File: config.mk
export PLATFORM = sky130hd
export DESIGN_NAME = seq_round_ctrl_flat
export DESIGN_NICKNAME = d
export VERILOG_FILES = /design/src/rtl/seq_round_ctrl_if.sv /design/src/rtl/seq_round_ctrl.sv /design/src/flat_wrapper.sv
export SDC_FILE = /design/constraint.sdc
export NUM_CORES = 1
export LEC_CHECK = 0
export CAP_MARGIN = 20
export CORE_ASPECT_RATIO = 2
export CORE_UTILIZATION = 25
export CTS_CLUSTER_SIZE = 8
export DETAILED_ROUTE_END_ITERATION = 10
export SYNTH_ARGS = -nofsm -noshare
export SYNTH_HDL_FRONTEND = slang
export SYNTH_SLANG_ARGS = --single-unit
File: constraint.sdc
create_clock -name clock -period 2.43 [get_ports clock]
set_input_delay 0.486 -clock clock [delete_from_list [all_inputs] [get_ports clock]]
set_output_delay 0.486 -clock clock [all_outputs]
set_load 0.01 [all_outputs]
File: src/rtl/seq_round_ctrl_if.sv
// Bundle between the game top level, the sequence decoder and the round controller.
// The controller takes the slave side; the top level (with the decoder) drives the master side.
interface seq_round_ctrl_if;
  logic       start;
  logic [3:0] round;
  logic       tick;
  logic [3:0] seq_addr;
  logic [3:0] seq_val;
  logic [3:0] btn;
  logic [3:0] leds;
  logic       busy;
  logic       play_done;
  logic       hit;
  logic       win;
  logic       fail;

  modport master (
    output start, round, tick, seq_val, btn,
    input  seq_addr, leds, busy, play_done, hit, win, fail
  );

  modport slave (
    input  start, round, tick, seq_val, btn,
    output seq_addr, leds, busy, play_done, hit, win, fail
  );
endinterface

File: src/rtl/seq_round_ctrl.sv
// Round controller for the memory-sequence game: plays steps 0..round on the LEDs,
// then checks the player's presses against the same steps.
//
// state    | meaning
// IDLE     | waiting for start; tick and btn ignored
// SHOW_ON  | LED lit with decoder code for step idx
// SHOW_OFF | dark gap after a step
// WAIT_IN  | player input phase, timer counts ticks since last press
module seq_round_ctrl #(
  parameter int TICKS_ON  = 4,
  parameter int TICKS_OFF = 2,
  parameter int TIMEOUT   = 8
) (
  input logic             clock,
  input logic             reset,
  seq_round_ctrl_if.slave bus
);

  localparam logic [1:0] IDLE     = 2'd0;
  localparam logic [1:0] SHOW_ON  = 2'd1;
  localparam logic [1:0] SHOW_OFF = 2'd2;
  localparam logic [1:0] WAIT_IN  = 2'd3;

  localparam int TMAX_A = (TICKS_ON > TICKS_OFF) ? TICKS_ON : TICKS_OFF;
  localparam int TMAX   = (TMAX_A > TIMEOUT) ? TMAX_A : TIMEOUT;
  localparam int TW     = (TMAX < 2) ? 1 : $clog2(TMAX);

  localparam logic [TW-1:0] ON_LAST  = TW'(TICKS_ON - 1);
  localparam logic [TW-1:0] OFF_LAST = TW'(TICKS_OFF - 1);
  localparam logic [TW-1:0] TO_LAST  = TW'(TIMEOUT - 1);

  logic [1:0]    state;
  logic [3:0]    idx;
  logic [3:0]    round_r;
  logic [TW-1:0] timer;
  logic          play_done_r, hit_r, win_r, fail_r;

  always_ff @(posedge clock) begin
    if (reset) begin
      state       <= IDLE;
      idx         <= '0;
      round_r     <= '0;
      timer       <= '0;
      play_done_r <= 1'b0;
      hit_r       <= 1'b0;
      win_r       <= 1'b0;
      fail_r      <= 1'b0;
    end else begin
      play_done_r <= 1'b0;
      hit_r       <= 1'b0;
      win_r       <= 1'b0;
      fail_r      <= 1'b0;
      case (state)
        IDLE: begin
          if (bus.start) begin
            round_r <= bus.round;
            idx     <= '0;
            timer   <= '0;
            state   <= SHOW_ON;
          end
        end
        SHOW_ON: begin
          if (bus.tick) begin
            if (timer == ON_LAST) begin
              timer <= '0;
              state <= SHOW_OFF;
            end else begin
              timer <= timer + 1'b1;
            end
          end
        end
        SHOW_OFF: begin
          if (bus.tick) begin
            if (timer == OFF_LAST) begin
              timer <= '0;
              if (idx == round_r) begin
                idx         <= '0;
                play_done_r <= 1'b1;
                state       <= WAIT_IN;
              end else begin
                idx   <= idx + 1'b1;
                state <= SHOW_ON;
              end
            end else begin
              timer <= timer + 1'b1;
            end
          end
        end
        WAIT_IN: begin
          // A press always beats a same-cycle tick.
          if (bus.btn != 4'b0000) begin
            timer <= '0;
            if (bus.btn == bus.seq_val) begin
              hit_r <= 1'b1;
              if (idx == round_r) begin
                win_r <= 1'b1;
                idx   <= '0;
                state <= IDLE;
              end else begin
                idx <= idx + 1'b1;
              end
            end else begin
              fail_r <= 1'b1;
              idx    <= '0;
              state  <= IDLE;
            end
          end else if (bus.tick) begin
            if (timer == TO_LAST) begin
              fail_r <= 1'b1;
              timer  <= '0;
              idx    <= '0;
              state  <= IDLE;
            end else begin
              timer <= timer + 1'b1;
            end
          end
        end
        default: state <= IDLE;
      endcase
    end
  end

  assign bus.seq_addr  = idx;
  assign bus.leds      = (state == SHOW_ON) ? bus.seq_val : 4'b0000;
  assign bus.busy      = (state != IDLE);
  assign bus.play_done = play_done_r;
  assign bus.hit       = hit_r;
  assign bus.win       = win_r;
  assign bus.fail      = fail_r;

endmodule

File: src/flat_wrapper.sv
// flat-port wrapper written by rule: the top's interface ports become plain ports
module seq_round_ctrl_flat 
#(
  parameter int TICKS_ON  = 4,
  parameter int TICKS_OFF = 2,
  parameter int TIMEOUT   = 8
)
  (clock, reset, bus_start, bus_round, bus_tick, bus_seq_val, bus_btn, bus_seq_addr, bus_leds, bus_busy, bus_play_done, bus_hit, bus_win, bus_fail);
  seq_round_ctrl_if bus_i ();
  input logic clock;
  input logic reset;
  input wire logic [$bits(bus_i.start)-1:0] bus_start;
  input wire logic [$bits(bus_i.round)-1:0] bus_round;
  input wire logic [$bits(bus_i.tick)-1:0] bus_tick;
  input wire logic [$bits(bus_i.seq_val)-1:0] bus_seq_val;
  input wire logic [$bits(bus_i.btn)-1:0] bus_btn;
  output wire logic [$bits(bus_i.seq_addr)-1:0] bus_seq_addr;
  output wire logic [$bits(bus_i.leds)-1:0] bus_leds;
  output wire logic [$bits(bus_i.busy)-1:0] bus_busy;
  output wire logic [$bits(bus_i.play_done)-1:0] bus_play_done;
  output wire logic [$bits(bus_i.hit)-1:0] bus_hit;
  output wire logic [$bits(bus_i.win)-1:0] bus_win;
  output wire logic [$bits(bus_i.fail)-1:0] bus_fail;
  assign bus_i.start = bus_start;
  assign bus_i.round = bus_round;
  assign bus_i.tick = bus_tick;
  assign bus_i.seq_val = bus_seq_val;
  assign bus_i.btn = bus_btn;
  assign bus_seq_addr = bus_i.seq_addr;
  assign bus_leds = bus_i.leds;
  assign bus_busy = bus_i.busy;
  assign bus_play_done = bus_i.play_done;
  assign bus_hit = bus_i.hit;
  assign bus_win = bus_i.win;
  assign bus_fail = bus_i.fail;
  seq_round_ctrl #(.TICKS_ON(TICKS_ON), .TICKS_OFF(TICKS_OFF), .TIMEOUT(TIMEOUT)) u_core (.clock(clock), .reset(reset), .bus(bus_i));
endmodule
==> metrics.md <==
| Metric | Value |
|---|---|
| Transition time of the tightest slew-check pin | 458.8 ps |
| Power share of the sequential group | 0.290 |
| Largest fanout on the critical path | 7 |
| Post-route ant nets | 0 |
| Power per standard cell area | 761.8 mW/mm^2 |
| Type of the tightest min-delay check | flop to flop |
| Final core utilization | 0.3578 |
| Post-route cell area | 0.001553 mm^2 |
| Initial antenna violation count | 0 |
| Clock share of power | 0.175 |
| Nature of the critical path endpoint | output pin |
| Switching power share of the total | 0.3954 |
| Core Footprint | 0.004339 mm^2 |
| Outcome | completed |
| Overall via count from detail_route | 1,089 |
| Cells taking the most area after synthesis | dfxtp_1, ha_1, a21oi_1 |
| Reg2reg start | u_core.state[1] |
| Tcrit/Tclk final | 0.9251 |
| Total wire length | 2692 um |
| Most frequently used flop master after synthesis | dfxtp_1 |
| Total clock buffers created by CTS | 3 |
| Clock transition at path regs | 60 ps |
| Final Total Pwr | 1.183 mW |
| Half-perimeter wire length of the detailed placement result | 2171 um |
| Most used standard cells in the synthesized netlist | dfxtp_1, nand2_1, a21oi_1, ha_1, inv_1 |
| Multiplexer share of the synthesized area | 0 |
| Gr usage total | 0.1202 |
| Number of iterations in the first detailed-routing pass | 4 |
| CP startpoint kind | flop |
| Root Buffer | clkbuf_8 |
| Internal power | 715.2 uW |
| Count of unique library cells instantiated by Yosys | 39 |
| Via count of the first global-routing pass | 1,033 |
| Least setup slack across all paths after layout | 182.0 ps |
| Delay of the slowest critical-path stage | 530 ps |
| Category of the most critical setup path | flop to output pin |
| Port-buffer cells | 28 |
| Clock tree from TritonCTS | yes |
| Largest net degree at the start of global routing | 14 |
| Number of DRC violations after detailed-routing iteration 0 | 14 |
| Post-route DRC violation count | 0 |
| Post-synthesis register bit count | 17 |
| Number of cells on the worst hold path | 2 |
| Total grt overflow | 0 |
| Per-instance average area after synthesis | 8.495 um^2 |
| Wire length of the first global-routing pass | 4512 um |
| Endpoint of the worst register-to-register path | u_core.timer[1] |
| Die Height | 97.07 um |
| Number of hold violations in the final report | 0 |
| Synthesis-to-layout area growth | 37.43% |
| Setup violation total in the final timing report | 0 |
| Final Instance Count excl. Fillers | 221 |
| FP Rows | 34 |
| Count leader, synth | dfxtp_1 |
| Ports placed on the boundary | 29 |
| Setup repair after global routing missed its margin | no |
| Hold wc startpoint | u_core.round_r[3] |
| YS warnings | 0 |
| Placed Instance Area | 0.001500 mm^2 |
| Detailed-route vias per instance | 4.928 |
| Final RePlAce weighted congestion | 0.8792 |
| Max Fclk | 444.8 MHz |
| Sequential cell area fraction in the yosys report | 0.3012 |
| CP delay by family, top | buffers and inverters |
| Number of levels in the clock H-tree | 1 |
| End point of the worst hold path | u_core.round_r[3] |
| Worst slack at placement | 13.52 ps |
| Slowest cell on crit path | clkdlybuf4s50_1 |
| Max-capacitance violation count | 0 |
| Share of layout cells above drive strength 1 | 0.08383 |
| DP Cell Count | 217 |
| Horizontal extent of the die | 49.54 um |
| Clk Latency, worst-skew pair | 250 ps |
| Fraction of power consumed by combinational cells | 0.534 |
| Required time reported for the critical path endpoint | 1940 ps |
| Compound-gate portion of the synthesized area | 0.1960 |
| Post-synthesis xor/xnor area fraction | 0.06202 |
| Share of the synthesized area in the top cell type | 0.3012 |
| Clock Path Buffers | 2 |
| Adder and majority gate portion of the synthesized area | 0.1107 |
| Reg-to-reg setup timing slack | 200 ps |
| Post-layout minimum cycle time | 2248 ps |
| Count of nets after finishing | 194 |
| Clock tree sinks | 17 |
| Cell type contributing the most total cell area after synthesis | dfxtp_1 |
| Net Sw Power | 467.8 uW |
| Worst-path cell chain | inv_1 > ha_1 > and2_1 > clkdlybuf4s50_1 |
| Cell area after technology mapping | 0.001130 mm^2 |
| EDFF count, synth | 0 |
| FF-to-FF path depth | 7 |
| Die Footprint | 0.004808 mm^2 |
| Synthesized netlist cell count | 133 |
| Ant diodes | 0 |
| Number of pins with negative max-slew slack in the final report | 0 |
| Peak supply drop | 380.1 uV |
| Share of synthesized flip-flops with an asynchronous set or reset | 0 |
| Simple-gate share of the synthesized area | 0.2935 |
| WL per Instance | 12.18 um |
| Main combinational cell family by area after synthesis | simple AND/OR/NAND/NOR gates |
| Syn Nets | 159 |
| Setup TNS | 0 ps |
| Clock skew after layout | 2.506 ps |
| Max-slew headroom at the worst pin | 0.6932 |
| Initial Utilization | 0.2604 |
| Arrival time at the worst endpoint | 1760 ps |
| Static Leakage | 0.5668 nW |
| WHS | 466.2 ps |
| Critical path buffer and inverter count | 2 |
logic make-up (layout without fill, tap and decap cells):
| kind of cell | count (synthesis) | count (layout) |
|---|---|---|
| adder cells (fa/ha/maj) | 10 | 10 |
| buffers and inverters | 11 | 45 |
| AND/OR/NAND/NOR | 54 | 54 |
| XOR/XNOR | 8 | 8 |
| AO/OA/AOI/OAI | 33 | 33 |
| flip-flops | 17 | 17 |
layout make-up:
class	instances	area [um^2]
sequential	17	340.3
clock buffer	4	45.04
tap	54	67.56
inverter	9	33.78
timing repair buffer	32	310.3
multi-input combinational	105	755.7
fill	463	2786
state kept, by name, summed over array words and instances, names as in the netlist:
signal                count
u_core.round_r            4
u_core.bus.play_done      1
u_core.state              2
u_core.bus.hit            1
u_core.bus.fail           1
u_core.bus.seq_addr       4
u_core.timer              3
u_core.bus.win            1
placed cells by master (no fill, tap or decap), types with 4 or more instances in the layout:
cell type / n
nand3_1: 7
inv_1: 9
nor2b_1: 4
xnor2_1: 4
clkdlybuf4s50_1: 28
and2_1: 5
xor2_1: 4
ha_1: 10
o21ai_0: 4
buf_4: 4
nand2_1: 11
a21oi_1: 10
nor2_1: 7
dfxtp_1: 17
worst min-delay path, delay by kind of cell (launching register included):
kind | cells | cell delay, ps
flip-flops | 1 | 320
AND/OR/NAND/NOR | 1 | 50
AO/OA/AOI/OAI | 1 | 50
layer usage:
metal	vias to the layer above	global-route usage	share of wire
li1	549	-	-
met1	493	0.1261	0.39
met2	37	0.2152	0.54
met3	10	0.006260	0.024
met4	0	0.08791	0.050
met5	-	0	0
power by group through the flow:
stage               clock network [mW]  logic [mW]  registers, mW
floorplan                            0       0.381          0.343
global placement                     0       0.614          0.349
detailed placement                   0       0.618          0.349
CTS                              0.218       0.622          0.343
global route                     0.229       0.695          0.349
finish                           0.207       0.632          0.343
worst max path at each step:
stage / start / end / slack, ps / cells after the start
3_5_place_dp: bus_btn[0] / u_core.timer[1] / 10 / 6
2_1_floorplan: u_core.state[0] / u_core.timer[1] / 520 / 7
3_3_place_gp: bus_btn[0] / u_core.timer[2] / 40 / 6
5_1_grt: bus_btn[0] / u_core.timer[1] / 90 / 6
6_report: u_core.state[1] / bus_leds[3] / 180 / 4
4_1_cts: u_core.state[1] / bus_leds[2] / 190 / 4
repair_timing:
item                                    in CTS  in global routing
hold buffers                                 0                  0
buffers inserted                             0                  0
endpoints found under the setup margin       0                  1
resized for setup                            0                  1
Note: power is estimated with default switching activity, not from simulation.
